===== config.mk =====
export PLATFORM = sky130hd
export DESIGN_NAME = conv_channel_group_acc
export DESIGN_NICKNAME = d
export VERILOG_FILES = /design/src/rtl/conv_channel_group_acc_pkg.sv /design/src/rtl/conv_channel_group_acc_valid_delay_line.sv /design/src/rtl/conv_channel_group_acc.sv
export SDC_FILE = /design/constraint.sdc
export NUM_CORES = 1
export LEC_CHECK = 0
export ABC_AREA = 1
export CAP_MARGIN = 20
export CORE_ASPECT_RATIO = 0.8
export CORE_UTILIZATION = 60
export DETAILED_ROUTE_END_ITERATION = 10
export DONT_BUFFER_PORTS = 1
export GPL_TIMING_DRIVEN = 0
export HOLD_SLACK_MARGIN = 0.08
export PLACE_DENSITY_LB_ADDON = 0.12
export SETUP_SLACK_MARGIN = 0.5
export SYNTH_ARGS = -nofsm -noshare
export SYNTH_HDL_FRONTEND = slang
export SYNTH_SLANG_ARGS = --single-unit

===== constraint.sdc =====
create_clock -name clk -period 13 [get_ports clk]
set_clock_uncertainty 0.2 [all_clocks]
set_input_delay 2.6 -clock clk [delete_from_list [all_inputs] [get_ports clk]]
set_output_delay 2.6 -clock clk [all_outputs]
set_load 0.005 [all_outputs]

===== src/rtl/conv_channel_group_acc_pkg.sv =====
// Shared sizing for the adder-tree consumers.
// The bias stage imports the same widths, so lanes line up.
package conv_channel_group_acc_pkg;

  localparam int PICTURE_NUM    = 4;
  localparam int WIDTH_DATA_OUT = 8;
  localparam int LANE_W         = 2 * WIDTH_DATA_OUT;

  typedef logic [LANE_W-1:0] lane_t;

  function automatic int acc_width(input int guard);
    return LANE_W + guard;
  endfunction

endpackage


===== src/rtl/conv_channel_group_acc_valid_delay_line.sv =====
// Fixed-depth strobe delay, used to follow a pipelined datapath.
// It shifts every cycle; only reset clears it.
module valid_delay_line #(
  parameter int DEPTH = 4
) (
  input  logic clk,
  input  logic rst,
  input  logic din,
  output logic dout
);

  logic [DEPTH-1:0] sr_q;
  logic [DEPTH-1:0] sr_d;

  always_comb begin
    sr_d    = sr_q << 1;
    sr_d[0] = din;
  end

  always_ff @(posedge clk or posedge rst) begin
    if (rst) sr_q <= '0;
    else     sr_q <= sr_d;
  end

  assign dout = sr_q[DEPTH-1];

endmodule


===== src/rtl/conv_channel_group_acc.sv =====
// Accumulates 16-channel groups from the adder tree into one
// full-depth partial sum per output pixel, lane-parallel.
module conv_channel_group_acc
  import conv_channel_group_acc_pkg::*;
#(
  parameter int TREE_LATENCY    = 4,
  parameter int ACC_GUARD       = 8,
  parameter int GROUP_CNT_WIDTH = 8,
  parameter int PIX_CNT_WIDTH   = 16
) (
  input  logic clk,
  input  logic rst,
  input  logic start,
  input  logic [GROUP_CNT_WIDTH-1:0] group_num,
  input  logic [PIX_CNT_WIDTH-1:0] pix_num,
  input  logic tree_valid_in,
  input  logic [PICTURE_NUM*LANE_W-1:0] data_in,
  output logic [PICTURE_NUM*(LANE_W+ACC_GUARD)-1:0] data_out,
  output logic data_out_valid,
  output logic frame_done,
  output logic busy
);

  localparam int AW = acc_width(ACC_GUARD);
  localparam int LW = LANE_W;
  localparam int DW = PICTURE_NUM * AW;
  localparam int GW = GROUP_CNT_WIDTH;
  localparam int PW = PIX_CNT_WIDTH;
  localparam int FW = $clog2(TREE_LATENCY + 1);

  localparam logic S_IDLE = 1'b0;
  localparam logic S_ACC  = 1'b1;

  localparam logic [FW-1:0] FLUSH_INIT = FW'(TREE_LATENCY);

  logic          state_q, state_d;
  logic [GW-1:0] g_q, g_d, gnum_q, gnum_d;
  logic [PW-1:0] p_q, p_d, pnum_q, pnum_d;
  logic [FW-1:0] flush_q, flush_d;
  logic [DW-1:0] acc_q, acc_d, acc_nxt;
  logic [DW-1:0] dout_q, dout_d;
  logic          dval_q, dval_d;
  logic          done_q, done_d;

  logic          acc_en;
  logic          grp_en;
  logic          last_g;
  logic          last_p;
  logic [GW-1:0] g_max;
  logic [PW-1:0] p_max;

  valid_delay_line #(
    .DEPTH(TREE_LATENCY)
  ) u_vdl (
    .clk (clk),
    .rst (rst),
    .din (tree_valid_in),
    .dout(acc_en)
  );

  for (genvar l = 0; l < PICTURE_NUM; l++) begin : g_lane
    logic [LW-1:0] lane;
    logic [AW-1:0] ext;
    logic [AW-1:0] base;
    assign lane = data_in[l*LW +: LW];
    assign ext  = {{(AW-LW){lane[LW-1]}}, lane};
    assign base = (g_q == '0) ? '0 : acc_q[l*AW +: AW];
    assign acc_nxt[l*AW +: AW] = base + ext;
  end

  assign g_max = (gnum_q == '0) ? '0 : gnum_q - GW'(1);
  assign p_max = (pnum_q == '0) ? '0 : pnum_q - PW'(1);
  assign last_g = (g_q == g_max);
  assign last_p = (p_q == p_max);

  // Groups still in the tree at a restart must never reach the sum.
  assign grp_en = (state_q == S_ACC) && acc_en
               && (flush_q == '0);

  always_comb begin
    state_d = state_q;
    g_d     = g_q;
    p_d     = p_q;
    gnum_d  = gnum_q;
    pnum_d  = pnum_q;
    acc_d   = acc_q;
    dout_d  = dout_q;
    dval_d  = 1'b0;
    done_d  = 1'b0;
    flush_d = (flush_q != '0) ? flush_q - FW'(1) : '0;
    if (start) begin
      state_d = S_ACC;
      g_d     = '0;
      p_d     = '0;
      gnum_d  = group_num;
      pnum_d  = pix_num;
      acc_d   = '0;
      flush_d = FLUSH_INIT;
    end else if (done_q) begin
      state_d = S_IDLE;
    end else if (grp_en) begin
      acc_d = acc_nxt;
      if (last_g) begin
        dout_d = acc_nxt;
        dval_d = 1'b1;
        g_d    = '0;
        if (last_p) begin
          done_d = 1'b1;
          p_d    = '0;
        end else begin
          p_d = p_q + PW'(1);
        end
      end else begin
        g_d = g_q + GW'(1);
      end
    end
  end

  always_ff @(posedge clk or posedge rst) begin
    if (rst) begin
      state_q <= S_IDLE;
      g_q     <= '0;
      p_q     <= '0;
      gnum_q  <= '0;
      pnum_q  <= '0;
      flush_q <= '0;
      acc_q   <= '0;
      dout_q  <= '0;
      dval_q  <= 1'b0;
      done_q  <= 1'b0;
    end else begin
      state_q <= state_d;
      g_q     <= g_d;
      p_q     <= p_d;
      gnum_q  <= gnum_d;
      pnum_q  <= pnum_d;
      flush_q <= flush_d;
      acc_q   <= acc_d;
      dout_q  <= dout_d;
      dval_q  <= dval_d;
      done_q  <= done_d;
    end
  end

  assign data_out       = dout_q;
  assign data_out_valid = dval_q;
  assign frame_done     = done_q;
  assign busy           = (state_q == S_ACC);

endmodule

Word-level counts from Yosys, hierarchy flattened
Cells that the tools add are included.
Word-level totals
  bits in registers: 250
  input port bits: 92
  output and inout port bits: 99
  word-level logic and storage cells: 69
Operators by class
  add/subtract/negate cells: 9
  eq/ne operators: 3
  muxes and demuxes: 31
  bitwise logic cells: 2
  reductions and logical operators: 13
Operators by type and width (count)
  $mux 96: 3
  $add 24x24->24: 4
  $mux 16: 6
  $mux 24: 4
  $mux 8: 5
  $add 16x1->16 const B: 1
  $eq 16x16->1: 1
  $logic_not 16->1: 1
  $logic_not 8->1: 2
  $sub 16x1->16 const B: 1
  $mux 1: 11
  $add 8x1->8 const B: 1
  $eq 8x8->1: 1
  $sub 8x1->8 const B: 1
  $mux 3: 2
  $reduce_bool 2->1: 3
  $reduce_and 4->1: 1
  $logic_not 3->1: 1
  $reduce_and 3->1: 1
  $reduce_bool 3->1: 1
  $sub 3x1->3 const B: 1
  $logic_and 1x1->1: 2
  $ne 2x2->1 const B: 1
  $not 1->1: 2
  $reduce_and 2->1: 1

Logic depth before layout (Yosys ltp)
Gate-level depths: netlist of run 1.
  depth in word-level cells: 8
  gate-level depth with buffers: 23
  gate-level depth less buffers: 21

By module
From an unflattened synthesis of run 1, not the netlist that was laid out.
Unflattened totals
  cell total of the unflattened synthesis: 2165
  area total of the unflattened synthesis: 16054.1 sq um
Modules (own cells, without submodules)
  conv_channel_group_acc: instances 1, cells each 2160, area an instance 15950.3 sq um, sequential area each 6155.9 sq um
  valid_delay_line: instances 1, cells each 5, area an instance 103.8 sq um, sequential area each 100.1 sq um

Worst setup path after synthesis of run 1
OpenSTA, ideal clock, no wires.
  kind: input port to flip-flop
  start point: in data_in[0]
  end point: reg acc_q[18]
  setup time: 141 ps
  arrival time: 4421 ps
  required time: 12659 ps
  path slack: 8238 ps
  stages: 9
  path buffers: 0
  cell sequence: ha_1 > inv_1 > fa_1 > o21ai_0 > a21oi_1 > o21ai_0 > a21oi_1 > xor2_1 > o22ai_1
Between the ends
  longest elaborated chain between the ends: 4
Ends and longest elaborated chain
  start, declared: RTL line conv_channel_group_acc.sv:17  | input logic [PICTURE_NUM*LANE_W-1:0] data_in,
  $add 24x24->24: RTL line conv_channel_group_acc.sv:68  | assign acc_nxt[l*AW +: AW] = base + ext;
  $mux 96: RTL line conv_channel_group_acc.sv:101  | end else if (grp_en) begin
  $mux 96: RTL line conv_channel_group_acc.sv:99  | end else if (done_q) begin
  $mux 96: RTL line conv_channel_group_acc.sv:91  | if (start) begin
  end signal, assigned: RTL line conv_channel_group_acc.sv:127  | acc_q <= '0;
  end signal, assigned: RTL line conv_channel_group_acc.sv:138  | acc_q <= acc_d;
  end, declared: RTL line conv_channel_group_acc.sv:40  | logic [DW-1:0] acc_q, acc_d, acc_nxt;
Every way passes these cells. The select of a mux whose other input is x is not followed.
A chain may end at the register's enable or synchronous reset.

Final worst setup path of run 1
  start point: reg g_q[0]
  end point: reg acc_q[42]
Between the ends
  longest elaborated chain between the ends: 6
Ends and longest elaborated chain
  start, declared: RTL line conv_channel_group_acc.sv:37  | logic [GW-1:0] g_q, g_d, gnum_q, gnum_d;
  start signal, assigned: RTL line conv_channel_group_acc.sv:133  | g_q <= g_d;
  $logic_not 8->1: RTL line conv_channel_group_acc.sv:67  | assign base = (g_q == '0) ? '0 : acc_q[l*AW +: AW];
  $mux 24: RTL line conv_channel_group_acc.sv:67
  $add 24x24->24: RTL line conv_channel_group_acc.sv:68
  $mux 96: RTL line conv_channel_group_acc.sv:101
  $mux 96: RTL line conv_channel_group_acc.sv:99
  $mux 96: RTL line conv_channel_group_acc.sv:91
Every way passes these cells. The select of a mux whose other input is x is not followed.

==> impl_metrics.tcl, run 1 <==
set metrics [dict create \
    syn-instance-count 2176 \
    vias 14600 \
    cts.reportedPaths.clkPinSlew_ns 0.06 \
    fp.dieW_um 187 \
    postLayoutCoreUtil 0.668 \
    startpoint_type "flop" \
    stdcell_area_mm2 0.0178 \
    cts_buffers 26 \
    vias_per_cell 5.66 \
    cts_tree "done" \
    synth_nets 2372 \
    dpl.hpwl_um 33300 \
    dr.pass1.iters 6 \
    seqPwrFrac 0.451 \
    gp_congestion 0.938 \
    tns_ns 0 \
    drt.antenna.violating_nets 0 \
    cp.arrival_ns 5.10 \
    wirelength_um 43200 \
    portBuffers 0 \
    critPathBufInv 4 \
    timing.final.ws_setup_ns 8.11 \
    grt_pass1_wl_um 71200 \
    crit_required_ns 13.20 \
    pwr-share-comb 0.140 \
    swShare 0.282 \
    ir_drop_v 0.000146 \
    cp_max_fo 10 \
    pin_count 191 \
    clock-sinks 250 \
    start_util 0.617 \
    htree_levels 1 \
    slew_headroom 0.382 \
    path_delay_family "buffers and inverters" \
    leakagePower_nw 8.69 \
    power.total_mw 1.88 \
    timing.final.crit_share 0.376 \
    worstSetupPathType "reg2reg" \
    post_dp_cell_area_mm2 0.0169 \
    synth-edff-count 0 \
    min_period_ns 4.89 \
    ys_ff_latch 250 \
    drcViolationCount 0 \
    grt_overflow 0 \
    worst_pin_slew_ns 0.928 \
    grt_max_degree 130 \
    hp-class "reg2reg" \
    p_sw_mw 0.532 \
    fin_nets 2401 \
    syn_area_mm2 0.0164 \
    drt-initial-drc-count 1051 \
    clock_latency_ns 0.55 \
    core-area_mm2 0.0266 \
    synthArstFlopShare 1.00 \
    slowest_delay_ns 0.59 \
    area_delta_synth_final_pct 8.33 \
    post_drt_wl_per_cell_um 16.7 \
    cp-end-kind "flop" \
    clock-root-buffer "clkbuf_16" \
    cp_common_cell "nand2_1" \
    internal_power_mw 1.35 \
    hold_viol_final 0 \
    post-place-ws_ns 7.70 \
    die_area_mm2 0.0280 \
    yosys_most_used_dff "dfrtp_1" \
    crit_chain "inv_1 -> ha_1 -> nor3b_1 -> nand3_1 -> inv_1 -> clkbuf_1 -> clkbuf_1 -> nor2_1 -> ha_1 -> nand2_1 -> o21ai_0 -> nand2_1 -> nand2_1 -> nand2_1 -> nand2_1 -> a21oi_1 -> xor2_1 -> o22ai_1" \
    ys_types 43 \
    pwr_density_cell_mw_per_mm2 106 \
    grt_antenna_before_repair 0 \
    hold_buffers 0 \
    slowest_stage "clkbuf_1" \
    final_layout_size_suffix_gt1_frac 0.0652 \
    finalSetupViolations 0 \
    syn_avg_cell_area_um2 7.54 \
    yosysSeqAreaShare 0.381 \
    clock_path_buffers 3 \
    maxCapViolations 0 \
    fmax_mhz 204 \
    outcome "completed" \
    antenna_cells 0 \
    die_y_um 150 \
    p_clk_frac 0.409 \
    nFillCells 2308 \
    cts_resized 0 \
    grt_pass1_vias 14100 \
    row_count 53 \
    rsz0062_at_grt "false" \
    grtUsageTotal 0.313 \
    yosysWarningCount 0 \
    cts_setup_buffers 0 \
    slew_violations 0 \
]
## Yosys cell counts, drive strengths merged, types with 6 or more instances
cell type,instances,area share
a21o,8,0.0037
a31oi,6,0.0023
buf,28,0.015
xnor2,31,0.017
a211oi,9,0.0041
nand2,531,0.12
inv,252,0.058
dfrtp,250,0.38
xor2,75,0.040
a21oi,100,0.031
clkbuf,42,0.0096
o21ai,177,0.065
nand3,126,0.038
ha,100,0.076
nor3,34,0.010
nor2,249,0.059
o22ai,69,0.026
nand4,40,0.016
o21bai,12,0.0055
## logic make-up after synthesis
family / Yosys count / synth area share
adder cells (fa/ha/maj): 104 / 0.0812
AO/OA/AOI/OAI: 395 / 0.144
AND/OR/NAND/NOR: 998 / 0.254
flip-flops: 250 / 0.381
XOR/XNOR: 106 / 0.0566
buffers and inverters: 323 / 0.0827
## state kept, by name (all words and copies together) (netlist names)
name            count
busy                1
flush_q             3
acc_q              96
pnum_q             16
p_q                16
frame_done          1
gnum_q              8
u_vdl.sr_q          4
g_q                 8
data_out           96
data_out_valid      1
## power by group through the flow
stage	combinational, mW	sequential [mW]	clock (mW)
floorplan	0.200	0.854	0
global placement	0.253	0.863	0
detailed placement	0.261	0.863	0
CTS	0.263	0.850	0.782
global route	0.300	0.854	0.809
finish	0.263	0.850	0.771
## cell usage in the layout, fill, tap and decap left out, types with 8 or more instances in the layout
master     instances
a211oi_1           9
a21o_1             8
a21oi_1          100
buf_6             16
clkbuf_1          44
clkbuf_16         27
dfrtp_1          250
ha_1             100
inv_1            248
nand2_1          518
nand2_2           12
nand3_1          126
nand4_1           39
nor2_1           241
nor3_1            34
o21ai_0          106
o21ai_1           23
o21ai_2           48
o21bai_1          12
o22ai_1           69
xnor2_1           31
xor2_1            75
## layer usage
metal | global-route usage | vias to the layer above | share of wire
met5 | 0.00699 | - | 0
li1 | - | 7218 | -
met1 | 0.439 | 6876 | 0.46
met3 | 0.0668 | 59 | 0.079
met4 | 0.0762 | 0 | 0.023
met2 | 0.494 | 455 | 0.44
## path summary, 6_finish.rpt
| path | slack (ns) | startpoint | cells past startpoint | to |
|---|---|---|---|---|
| worst max-delay path | 8.11 | g_q[0] | 18 | acc_q[42] |
| worst min-delay path | 0.15 | u_vdl.sr_q[0] | 0 | u_vdl.sr_q[1] |
| worst max register to register | 8.11 | g_q[0] | 18 | acc_q[42] |
| worst min register to register | 0.15 | u_vdl.sr_q[0] | 0 | u_vdl.sr_q[1] |
| max in group asynchronous | 9.56 | rst | 2 | acc_q[22] |
| min in group asynchronous | 1.85 | rst | 1 | data_out[86] |
## metrics by stage
| stage | std cells | hold slack [ns] |
|---|---|---|
| 6_report | 2580 | 0.148 |
| 3_3_place_gp | 2533 | 0.132 |
| 4_1_cts | 2580 | 0.149 |
| 5_1_grt | 2580 | 0.160 |
| 2_1_floorplan | 2176 | 0.131 |
| 3_5_place_dp | 2534 | 0.136 |
## layout make-up
| class | instances | area (µm²) | area share |
|---|---|---|---|
| buffer | 70 | 407 | 0.0229 |
| clock buffer | 35 | 766 | 0.0431 |
| clock inverter | 11 | 119 | 0.00669 |
| inverter | 253 | 957 | 0.0539 |
| multi-input combinational | 1603 | 8790 | 0.495 |
| sequential | 250 | 6260 | 0.352 |
| tap | 357 | 447 | 0.0251 |
| timing repair buffer | 1 | 27.5 | 0.00155 |
Power figures use the tool's default switching activity.
==> run 2: changes to the inputs <==
==> constraint.sdc (replaced) <==
create_clock -name clk -period 4.7 [get_ports clk]
set_clock_uncertainty 0.2 [all_clocks]
set_input_delay 0.94 -clock clk [delete_from_list [all_inputs] [get_ports clk]]
set_output_delay 0.94 -clock clk [all_outputs]
set_load 0.005 [all_outputs]
==> run 2 against run 1 <==
Count of clock-buffer cells in the layout up 2; clock power increased to 3.0 times the previous value; cell count rose by 0.23%; first-iteration DRC count fell by 2.8%; global-route usage increased by 0.16 points; sequential share of layout area down 0.52 points; largest cell class unchanged; largest power group unchanged; highest routed layer unchanged.
==> impl_metrics.tcl, run 2 (synthesis results as in run 1) <==
set metrics [dict create \
    outcome "completed" \
    cp_max_fo 10 \
    hp-class "in2async" \
    final_common_cell "nand2_1" \
    pwr-share-comb 0.138 \
    clock_latency_ns 0.56 \
    grt_pass1_vias 13900 \
    timing.final.ws_setup_ns 0.755 \
    die_area_mm2 0.0280 \
    slowest_delay_ns 0.42 \
    gp_congestion 0.936 \
    min_period_ns 3.94 \
    finalSetupViolations 0 \
    post-place-ws_ns -0.0337 \
    wl_met1_um 20500 \
    cts_buffers 26 \
    antenna_cells 0 \
    slew_headroom 0.332 \
    grt_max_degree 44 \
    fin_nets 2406 \
    clock_path_buffers 3 \
    final_cell_mix "nand2_1, dfrtp_1, inv_1" \
    slowest_stage "fa_1" \
    dr.pass1.iters 7 \
    hold_viol_final 0 \
    cts_tree "done" \
    startpoint_type "flop" \
    clock-root-buffer "clkbuf_16" \
    grt_overflow 0 \
    dpl.hpwl_um 34100 \
    grt_pass1_wl_um 71100 \
    grtUsageTotal 0.315 \
    die_y_um 150 \
    wirelength_um 44100 \
    topRoutingLayerUsed "met4" \
    crit_chain "inv_1 -> ha_1 -> nor3b_1 -> nand3_2 -> inv_1 -> clkbuf_4 -> clkbuf_4 -> nor2_1 -> ha_1 -> inv_1 -> fa_1 -> inv_1 -> nand2_1 -> o21ai_2 -> nand3_1 -> nand2_1 -> nand3_1 -> nand3_1 -> xor2_1 -> nand2_1 -> o21ai_0" \
    p_sw_mw 1.50 \
    leakagePower_nw 8.80 \
    worstRegToRegCells 21 \
    worstSetupPathType "reg2reg" \
    route.met3.wl_um 3180 \
    pin_count 191 \
    portBuffers 0 \
    drcViolationCount 0 \
    core-area_mm2 0.0266 \
    cp-end-kind "flop" \
    grt_antenna_before_repair 0 \
    cp.arrival_ns 4.22 \
    met2_length_um 19100 \
    hold_buffers 0 \
    pwr_density_cell_mw_per_mm2 302 \
    drt.antenna.violating_nets 0 \
    cts.reportedPaths.clkPinSlew_ns 0.06 \
    row_count 53 \
    rsz0062_at_grt "true" \
    vias_per_cell 5.67 \
    power.total_mw 5.45 \
    seqPwrFrac 0.432 \
    maxCapViolations 0 \
    cts_resized 12 \
    cts_setup_buffers 0 \
    rr_startpoint "g_q[0]" \
    start_util 0.617 \
    post_drt_wl_per_cell_um 17.1 \
    timing.final.crit_share 0.839 \
    fmax_mhz 253 \
    r2r_slack_ns 0.76 \
    slew_violations 0 \
    htree_levels 1 \
    worst_pin_slew_ns 1.00 \
    cp_common_cell "inv_1" \
    p_clk_frac 0.430 \
    internal_power_mw 3.95 \
    fp.dieW_um 187 \
    area_delta_synth_final_pct 9.94 \
    crit_required_ns 4.98 \
    vias 14700 \
    worstReg2RegEnd "acc_q[70]" \
    final_layout_size_suffix_gt1_frac 0.0776 \
    ir_drop_v 0.000379 \
    drt-initial-drc-count 1022 \
    swShare 0.275 \
    clock-sinks 250 \
]
run 2: cell count changes in the layout (fill, tap and decap cells not counted), moves of 5 or more:
| cell | previous run | this run |
|---|---|---|
| o21ai_0 | 106 | 100 |
| buf_2 | 4 | 9 |
| buf_12 | 0 | 6 |
| clkbuf_1 | 44 | 34 |
run 2: critical path, delay by kind of cell (launching register included):
kind / cells / cell delay [ns]
simple gates: 9 / 1.06
fa+ha+maj: 3 / 0.84
buf+inv: 6 / 0.78
flops: 1 / 0.37
compound gates: 2 / 0.33
xor+xnor: 1 / 0.26
run 2: how the worst max path moves through the flow:
| stage | start | endpoint | slack (ns) | cells after the start |
|---|---|---|---|---|
| after floorplan | rst | acc_q[0] | 0.27 | 1 |
| after global placement | rst | data_out[31] | -1.02 | 1 |
| after detailed placement | g_q[0] | acc_q[34] | -0.03 | 17 |
| after CTS | g_q[0] | acc_q[94] | 0.48 | 18 |
| after global routing | g_q[0] | acc_q[70] | 0.46 | 21 |
| final | g_q[0] | acc_q[70] | 0.76 | 21 |
run 2: cell type report:
cell class | instances | area, µm²
Clock buffer | 37 | 793
Fill cell | 2277 | 8560
Sequential cell | 250 | 6260
Multi-Input combinational cell | 1603 | 8850
Clock inverter | 10 | 184
Timing Repair Buffer | 6 | 120
Tap cell | 357 | 447
Buffer | 70 | 427
Inverter | 253 | 953
run 2: through the flow:
step	std cells	hold slack, ns	area [µm²]	utilization	setup TNS [ns]
final	2586	0.140	18000	0.678	0
after global routing	2586	0.155	18000	0.678	0
after CTS	2586	0.150	18000	0.676	0
after detailed placement	2539	0.136	17000	0.638	-0.0737
after global placement	2533	0.132	16900	0.634	-245.65
after floorplan	2176	0.131	16400	-	0
run 2: power by group through the flow:
stage               combinational (mW)  sequential [mW]  clock [mW]
global placement                 0.701             2.39           0
finish                           0.751             2.35        2.34
global route                     0.848             2.36        2.44
CTS                              0.741             2.35        2.36
detailed placement               0.733             2.39           0
floorplan                        0.552             2.36           0
run 2: per-layer routing:
| layer | global-route usage | vias to the layer above |
|---|---|---|
| li1 | - | 7216 |
| met1 | 0.441 | 6898 |
| met2 | 0.493 | 483 |
| met3 | 0.0600 | 69 |
| met4 | 0.101 | 0 |
| met5 | 0 | - |
